File: config.mk
export PLATFORM = sky130hd
export DESIGN_NAME = mem_port_arbiter
export DESIGN_NICKNAME = d
export VERILOG_FILES = /design/src/rtl/mem_port_arbiter.sv
export SDC_FILE = /design/constraint.sdc
export NUM_CORES = 1
export LEC_CHECK = 0
export BUFFER_PORTS_ARGS = -buffer_cell sky130_fd_sc_hd__buf_2
export CAP_MARGIN = 15
export CORE_MARGIN = 1
export CORE_UTILIZATION = 47
export DETAILED_ROUTE_END_ITERATION = 10
export HOLD_SLACK_MARGIN = 0.02
export PLACE_DENSITY = 0.79
export SYNTH_ARGS = -nofsm -noshare
export SYNTH_HDL_FRONTEND = slang
export SYNTH_SLANG_ARGS = --single-unit
File: constraint.sdc
create_clock -name clk -period 2.1 [get_ports clk]
set_input_delay 0.42 -clock clk [delete_from_list [all_inputs] [get_ports clk]]
set_output_delay 0.42 -clock clk [all_outputs]
set_load 0.03 [all_outputs]
File: src/rtl/mem_port_arbiter.sv
// mem_port_arbiter: shares one variable-latency memory between instruction fetch and data access.
// While data keeps requesting it owns the port; fetch gets in once starve_cnt reaches STARVE_MAX.
module mem_port_arbiter #(
  parameter int ADDR_W     = 32,
  parameter int DATA_W     = 32,
  parameter int STARVE_MAX = 4
) (
  input  logic              clk,
  input  logic              rst,
  input  logic              inst_ren,
  input  logic [ADDR_W-1:0] inst_addr,
  output logic [DATA_W-1:0] inst_data,
  output logic              inst_ack,
  input  logic              data_ren,
  input  logic              data_wen,
  input  logic [ADDR_W-1:0] data_addr,
  input  logic [DATA_W-1:0] data_wdata,
  output logic [DATA_W-1:0] data_rdata,
  output logic              data_ack,
  output logic              mem_ren,
  output logic              mem_wen,
  output logic [ADDR_W-1:0] mem_addr,
  output logic [DATA_W-1:0] mem_dout,
  input  logic [DATA_W-1:0] mem_din,
  input  logic              mem_ack,
  output logic              busy
);
  localparam int CW = $clog2(STARVE_MAX + 1);
  typedef enum logic [1:0] {IDLE, INST, DATA} state_t;
  state_t state, state_nx;
  logic [CW-1:0] starve_cnt;
  logic [ADDR_W-1:0] addr_q;
  logic [DATA_W-1:0] wdata_q;
  logic wr_q, data_req, inst_elig, data_elig, starved, inst_gnt, data_gnt;
  assign data_req  = data_ren | data_wen;
  assign inst_elig = inst_ren & ~inst_ack;
  assign data_elig = data_req & ~data_ack;
  assign starved   = starve_cnt == CW'(STARVE_MAX);
  // a data request still held through its own ack cycle keeps fetch out unless fetch is starved
  assign inst_gnt  = state == IDLE && inst_elig && (starved || !data_req);
  assign data_gnt  = state == IDLE && data_elig && !inst_gnt;
  always_ff @(posedge clk or negedge rst)
    if (!rst) state <= IDLE;
    else state <= state_nx;
  always_comb begin
    state_nx = state;
    if (state == IDLE) state_nx = inst_gnt ? INST : data_gnt ? DATA : IDLE;
    else if (mem_ack) state_nx = IDLE;
  end
  always_comb begin
    mem_ren  = state == INST || (state == DATA && !wr_q);
    mem_wen  = state == DATA && wr_q;
    mem_addr = addr_q;
    mem_dout = wdata_q;
    busy     = state != IDLE;
  end
  always_ff @(posedge clk or negedge rst)
    if (!rst) begin
      addr_q     <= '0;
      wdata_q    <= '0;
      wr_q       <= 1'b0;
      inst_ack   <= 1'b0;
      data_ack   <= 1'b0;
      inst_data  <= '0;
      data_rdata <= '0;
      starve_cnt <= '0;
    end else begin
      inst_ack <= state == INST && mem_ack;
      data_ack <= state == DATA && mem_ack;
      if (inst_gnt || data_gnt) begin
        addr_q  <= inst_gnt ? inst_addr : data_addr;
        wdata_q <= inst_gnt ? '0 : data_wdata;
        wr_q    <= data_gnt && data_wen;
      end
      if (state == INST && mem_ack) inst_data <= mem_din;
      if (state == DATA && mem_ack && !wr_q) data_rdata <= mem_din;
      if (state == IDLE)
        starve_cnt <= (inst_gnt || !inst_ren) ? '0 :
                      (data_gnt && !starved) ? starve_cnt + CW'(1) : starve_cnt;
    end
endmodule

==> summary.txt, run 1 <==
Max-Cap Viols: 0
syn_area_per_cell: 12.3 um^2
final setup violation count: 0
crit path max fanout: 44
clock period minus final worst setup slack: 1.95 ns
pin count of the biggest net entering global routing: 53
grt ovf: 0
routability cong.: 0.794
FP Rows: 39
R2R depth: 7
clock skew: 0.00418 ns
Initial Util: 49.1%
NumNets Final: 867
drt first pass iters: 4
Hold Path Class: in2reg
most frequent cell after synthesis: dfrtp_1
Setup CP Type: reg2reg
share of total power in the clock network: 20.7%
Flop pwr share: 31.0%
sequential-to-total area share from yosys stat: 59.4%
buffers added on ports: 266
switch share: 43.8%
Most used DFF post-synth: dfrtp_1
Root Driver: clkbuf_16
RSZ-0062 raised after global routing: no
PnR Total Power: 14.8 mW
Final WS setup: 0.151 ns
dpl cells: 854
Tot GR Track Use: 24.8%
DPL Wire Length: 11.1 mm
routed len/inst: 17.2 um
PD cells: 1880 nW/um^2
Via density: 5.21
first-pass GRT wire length: 24.1 mm
H-tree levels: 4
final hold viol count: 0
CTS-repair resized insts: 0
Place WS: 0.168 ns
CTS tree: built
Max IR drop VDD: 1.12 mV
fraction of registers with async set/reset: 100%
Post-synth top cells: 136 x dfrtp_1, 100 x nand2_1, 65 x a21oi_1, 43 x mux2_2, 30 x a2bb2oi_2
post-route setup TNS: 0 ns
number of top-level pins: 267
f_max: 513 MHz
crit end category: flop
core box area: 11700 um^2
initial antenna violation count: 2
Synth top area share: 59.4%
Total Wirelength: 15.3 mm
Slew Viols, Final: 0
via count: 4626
combinational share of power: 48.3%
Yosys Warn Count: 0
clock insertion delay at the later pin of the skew report: 0.40 ns
DIE WIDTH: 112 um
vias in the first global route: 4847
Area Growth Syn to Fin: 38.0%
Slew headroom: 55.9%
share of cells above drive strength 1: 52.1%
Seq cells post-synth: 136
die height: 112 um
synth unique cells: 30
Worst-path clk slew: 0.06 ns
Post-Syn Area: 5730 um^2
Post-Synthesis Cells: 465
status: complete, no violations
Finished Layout Cells: 888
post-synth top area cell: dfrtp_1
die area: 12600 um^2
Sinks on Clock Net: 136
Worst Tran Pin Value: 0.656 ns
Synth area leaders: dfrtp_1 59%, mux2_2 8.5%, a2bb2oi_2 7.9%
Worst setup SP type: flop
worst path arrival time: 2.28 ns
net switching power: 6.50 mW
leakage: 3.96 nW
hold path depth: 2
Post-synth EDFFs: 0
Internal Power: 8.34 mW
clock tree buffer depth: 2
DRC: 0
CP Data Required Time: 2.43 ns
post-route ant nets: 0
First DRT Iteration DRCs: 251
CTS Buf Count: 17
Synthesized Nets: 601
Tcrit/Tclk final: 92.8%
Worst R2R Setup Slack: 0.15 ns
-- cells in the final DEF (no fill, tap or decap), drive strengths merged --
master	instances
nand2	100
a2bb2oi	33
or4	1
ha	2
o21ai	3
bufinv	3
clkinv	2
a21oi	65
nand2b	4
nor2b	1
nand4	2
clkinvlp	2
mux2	64
a22o	1
nor4	1
or3	1
mux2i	1
o311ai	2
nor3	2
inv	7
nor2	4
diode	2
a21o	1
or2	1
clkbuf	24
dfrtp	136
dlygate4sd3	1
a32o	1
buf	278
-- sequential cells by signal, indices dropped and copies added (netlist names) --
signal / flops
wr_q: 1
data_ack: 1
state: 2
mem_dout: 32
inst_data: 32
inst_ack: 1
starve_cnt: 3
data_rdata: 32
mem_addr: 32
-- repair_timing --
action | in CTS | in global routing
hold buffers | 1 | 0
setup buffers | 0 | 0
endpoints found under the hold margin | 42 | 0
-- worst max-delay path: stages, from the launching register on --
cell	delay (ns)
dfrtp_1	0.39
inv_1	0.10
ha_1	0.15
a2bb2oi_1	0.15
nor4_4	0.53
buf_12	0.30
a21oi_1	0.10
a2bb2oi_2	0.14
-- logic make-up (layout without fill, tap and decap cells) --
| kind of cell | after synthesis | in the layout | share of synthesized area, % |
|---|---|---|---|
| muxes | 65 | 65 | 12.8 |
| AOI/OAI and AO/OA | 106 | 106 | 15.0 |
| and+or+nand+nor | 117 | 117 | 8.78 |
| buffers and inverters | 39 | 317 | 3.60 |
| other | 0 | 2 | 0 |
| DFF | 136 | 136 | 59.4 |
| adders and majority gates | 2 | 2 | 0.437 |
-- per-stage QoR --
step                      utilization, %  instance area [um^2]  hold slack [ns]
after CTS                           67.8                  7900            0.222
after global routing                67.8                  7900            0.231
final                               67.8                  7910            0.241
after detailed placement            62.4                  7280            0.367
after global placement              62.4                  7280            0.362
after floorplan                        -                  5730            0.124
-- per-layer routing --
layer	vias to the layer above	wire, um	part of all wire [%]	track usage [%]
met1	2260	5820	38	27.6
met5	-	0	0	0
met4	0	227	1.5	8.71
li1	2145	-	-	-
met3	20	1230	8.1	7.99
met2	201	8020	52	44.4
-- power by group through the flow --
| stage | Combinational [mW] | Clock [mW] | Sequential, mW |
|---|---|---|---|
| after floorplan | 2.55 | 0 | 7.01 |
| after global placement | 7.01 | 0 | 4.55 |
| after detailed placement | 7.23 | 0 | 4.62 |
| after CTS | 7.24 | 3.12 | 4.61 |
| after global routing | 7.59 | 3.22 | 4.75 |
| final | 7.17 | 3.07 | 4.60 |
-- final timing paths --
path	end	start
hold reg to reg	data_rdata[5]	data_rdata[5]
setup reg to reg	mem_addr[26]	starve_cnt[0]
setup / recovery	mem_addr[26]	starve_cnt[0]
max in group asynchronous	data_rdata[8]	rst
hold / removal	inst_data[20]	mem_din[20]
min in group asynchronous	data_rdata[24]	rst
-- layout make-up --
cell class	count	area, um^2
Sequential cell	136	3400
Multi-Input combinational cell	290	2140
Fill cell	873	3750
Antenna cell	2	5.00
Clock buffer	24	502
Tap cell	143	179
Clock inverter	7	115
Inverter	7	26.3
Timing Repair Buffer	279	1540
Power figures use the tool's default switching activity.
==> run 2: changes to the inputs <==
Settings changed: CELL_PAD_IN_SITES_DETAIL_PLACEMENT set to 1, CELL_PAD_IN_SITES_GLOBAL_PLACEMENT set to 1, CORE_UTILIZATION 47 to 35, PLACE_DENSITY 0.79 to 0.77.
==> run 2 against run 1 <==
Net effect:
- worst setup slack worse by 0.016 ns
- via count is 1.4% higher
- fmax is 0.80% lower
- clock-buffer cell count is 5 lower
- die area is 34% higher
- sequential power hardly changed
- power is 0.97% higher
- largest cell class unchanged
- critical path depth is 2 lower
- worst hold slack worse by 0.0092 ns
- combinational power is 0.8% higher
- critical path type unchanged
==> summary.txt, run 2 (synthesis results as in run 1) <==
Max IR drop VDD: 0.875 mV (-22%)
routability cong.: 0.764 (-3.8%)
DPL Wire Length: 13.0 mm (+17%)
Hold Path Class: in2reg
crit end category: flop
CTS tree: built
Worst Tran Pin Value: 0.561 ns (-0.0956 ns)
Sinks on Clock Net: 136 (unchanged)
Worst setup SP type: flop
Final WS setup: 0.135 ns (-0.0156 ns)
DRC: 0 (unchanged)
share of cells above drive strength 1: 52.2% (+0.13 points)
clock tree buffer depth: 2 (unchanged)
CP Data Required Time: 2.36 ns (-0.07 ns)
drt first pass iters: 4 (unchanged)
status: complete, no violations
crit path max fanout: 4 (-91%)
WHS: 0.232 ns (-0.00920 ns)
leakage: 3.95 nW (-0.33%)
reg2reg start: starve_cnt[0]
first-pass GRT wire length: 27.0 mm (+12%)
dpl cells: 928 (+8.7%)
die height: 130 um (+16%)
R2R depth: 5 (-2)
buffers added on ports: 266 (unchanged)
Via density: 4.89 (-6.2%)
initial antenna violation count: 1 (-1)
via count: 4692 (+1.4%)
Place WS: 0.180 ns (+0.0113 ns)
pin count of the biggest net entering global routing: 55 (+3.8%)
origin of the worst setup path: starve_cnt[0]
Reg-to-Reg End: starve_cnt[1]
routed len/inst: 18.4 um (+6.7%)
Worst R2R Setup Slack: 0.14 ns (-0.02 ns)
number of top-level pins: 267 (unchanged)
commonest non-fill, non-tap cells in the layout: 265 x buf_2, 136 x dfrtp_1, 100 x nand2_1
f_max: 509 MHz (-0.80%)
PD cells: 1880 nW/um^2 (+0.23%)
fin util: 50.0% (-18 points)
Slew Viols, Final: 0 (unchanged)
Slew headroom: 62.6% (+6.7 points)
core box area: 15900 um^2 (+37%)
vias in the first global route: 5147 (+6.2%)
First DRT Iteration DRCs: 109 (-57%)
post-route setup TNS: 0 ns (unchanged)
leading cell type in the layout, fill and taps excluded: buf_2
Root Driver: clkbuf_16
NumNets Final: 868 (+0.12%)
Total Wirelength: 17.7 mm (+15%)
Finished Layout Cells: 960 (+8.1%)
die area: 16900 um^2 (+34%)
Setup CP Type: reg2reg
worst path arrival time: 2.22 ns (-0.06 ns)
Worst-path clk slew: 0.06 ns (about the same)
final setup violation count: 0 (unchanged)
CTS-repair resized insts: 0 (unchanged)
Placed Area: 7340 um^2 (+0.84%)
Tot GR Track Use: 21.4% (-3.4 points)
Worst setup endpoint: starve_cnt[1]
clock skew: 0.00950 ns (+0.00532 ns)
Initial Util: 35.9% (-13 points)
Max-Cap Viols: 0 (unchanged)
Area Growth Syn to Fin: 39.1%
post-CTS setup buffers: 0 (unchanged)
clock insertion delay at the later pin of the skew report: 0.42 ns (+0.02 ns)
RSZ-0062 raised after global routing: no
grt ovf: 0 (unchanged)
final hold viol count: 0 (unchanged)
H-tree levels: 4 (unchanged)
design area: 7970 um^2 (+0.74%)
clock period minus final worst setup slack: 1.96 ns (+0.0156 ns)
DIE WIDTH: 130 um (+16%)
PnR Total Power: 15.0 mW (+0.97%)
Tcrit/Tclk final: 93.5% (+0.74 points)
CTS Buf Count: 17 (unchanged)
post-route ant nets: 0 (unchanged)
FP Rows: 46 (+18%)
[run 2: changes by cell type in the layout (fill, tap and decap cells not counted)]
cell,change
clkinvlp_4,+1
buf_12,-3
clkinv_2,-1
inv_6,+1
bufinv_16,+1
buf_4,+4
diode_2,-1
clkbuf_1,-1
clkinv_4,+2
clkbuf_8,-4
[run 2: worst max-delay path: stages (launching register included)]
cell and delay, ns:
dfrtp_1 0.39, inv_1 0.10, ha_1 0.22, a2bb2oi_1 0.44
mux2i_1 0.21, o311ai_0 0.45
[run 2: power breakdown]
group | internal (mW) | switching [mW]
combinational | 2.37 | 4.86
clock | 2.01 | 1.13
sequential | 3.91 | 0.708
[run 2: final cells by class]
class,instances,area [um^2]
antenna,1,2.50
clock buffer,19,443
clock inverter,11,174
fill,1774,7980
inverter,7,26.3
multi-input combinational,290,2140
sequential,136,3400
tap,216,270
timing repair buffer,280,1510
[run 2: per-layer routing]
metal	track usage, %	routed length (um)	vias up
met1	23.2	6800	2347
met5	0	0	-
met4	7.11	294	0
li1	-	-	2137
met2	38.2	9120	186
met3	8.16	1440	22
[run 2: worst min path at each step]
stage / startpoint / end / slack [ns] / depth (start not counted)
3_5_place_dp: rst / inst_data[22] / 0.42 / 1
6_report: mem_din[3] / inst_data[3] / 0.23 / 2
4_1_cts: mem_din[3] / inst_data[3] / 0.21 / 2
5_1_grt: mem_din[21] / inst_data[21] / 0.21 / 2
3_3_place_gp: rst / data_rdata[27] / 0.40 / 1
2_1_floorplan: rst / data_ack / 0.12 / 0
[run 2: timing repair]
item,in CTS,in global routing
endpoints found under the hold margin,50,0
setup endpoints to repair,0,0
hold buffers,1,0
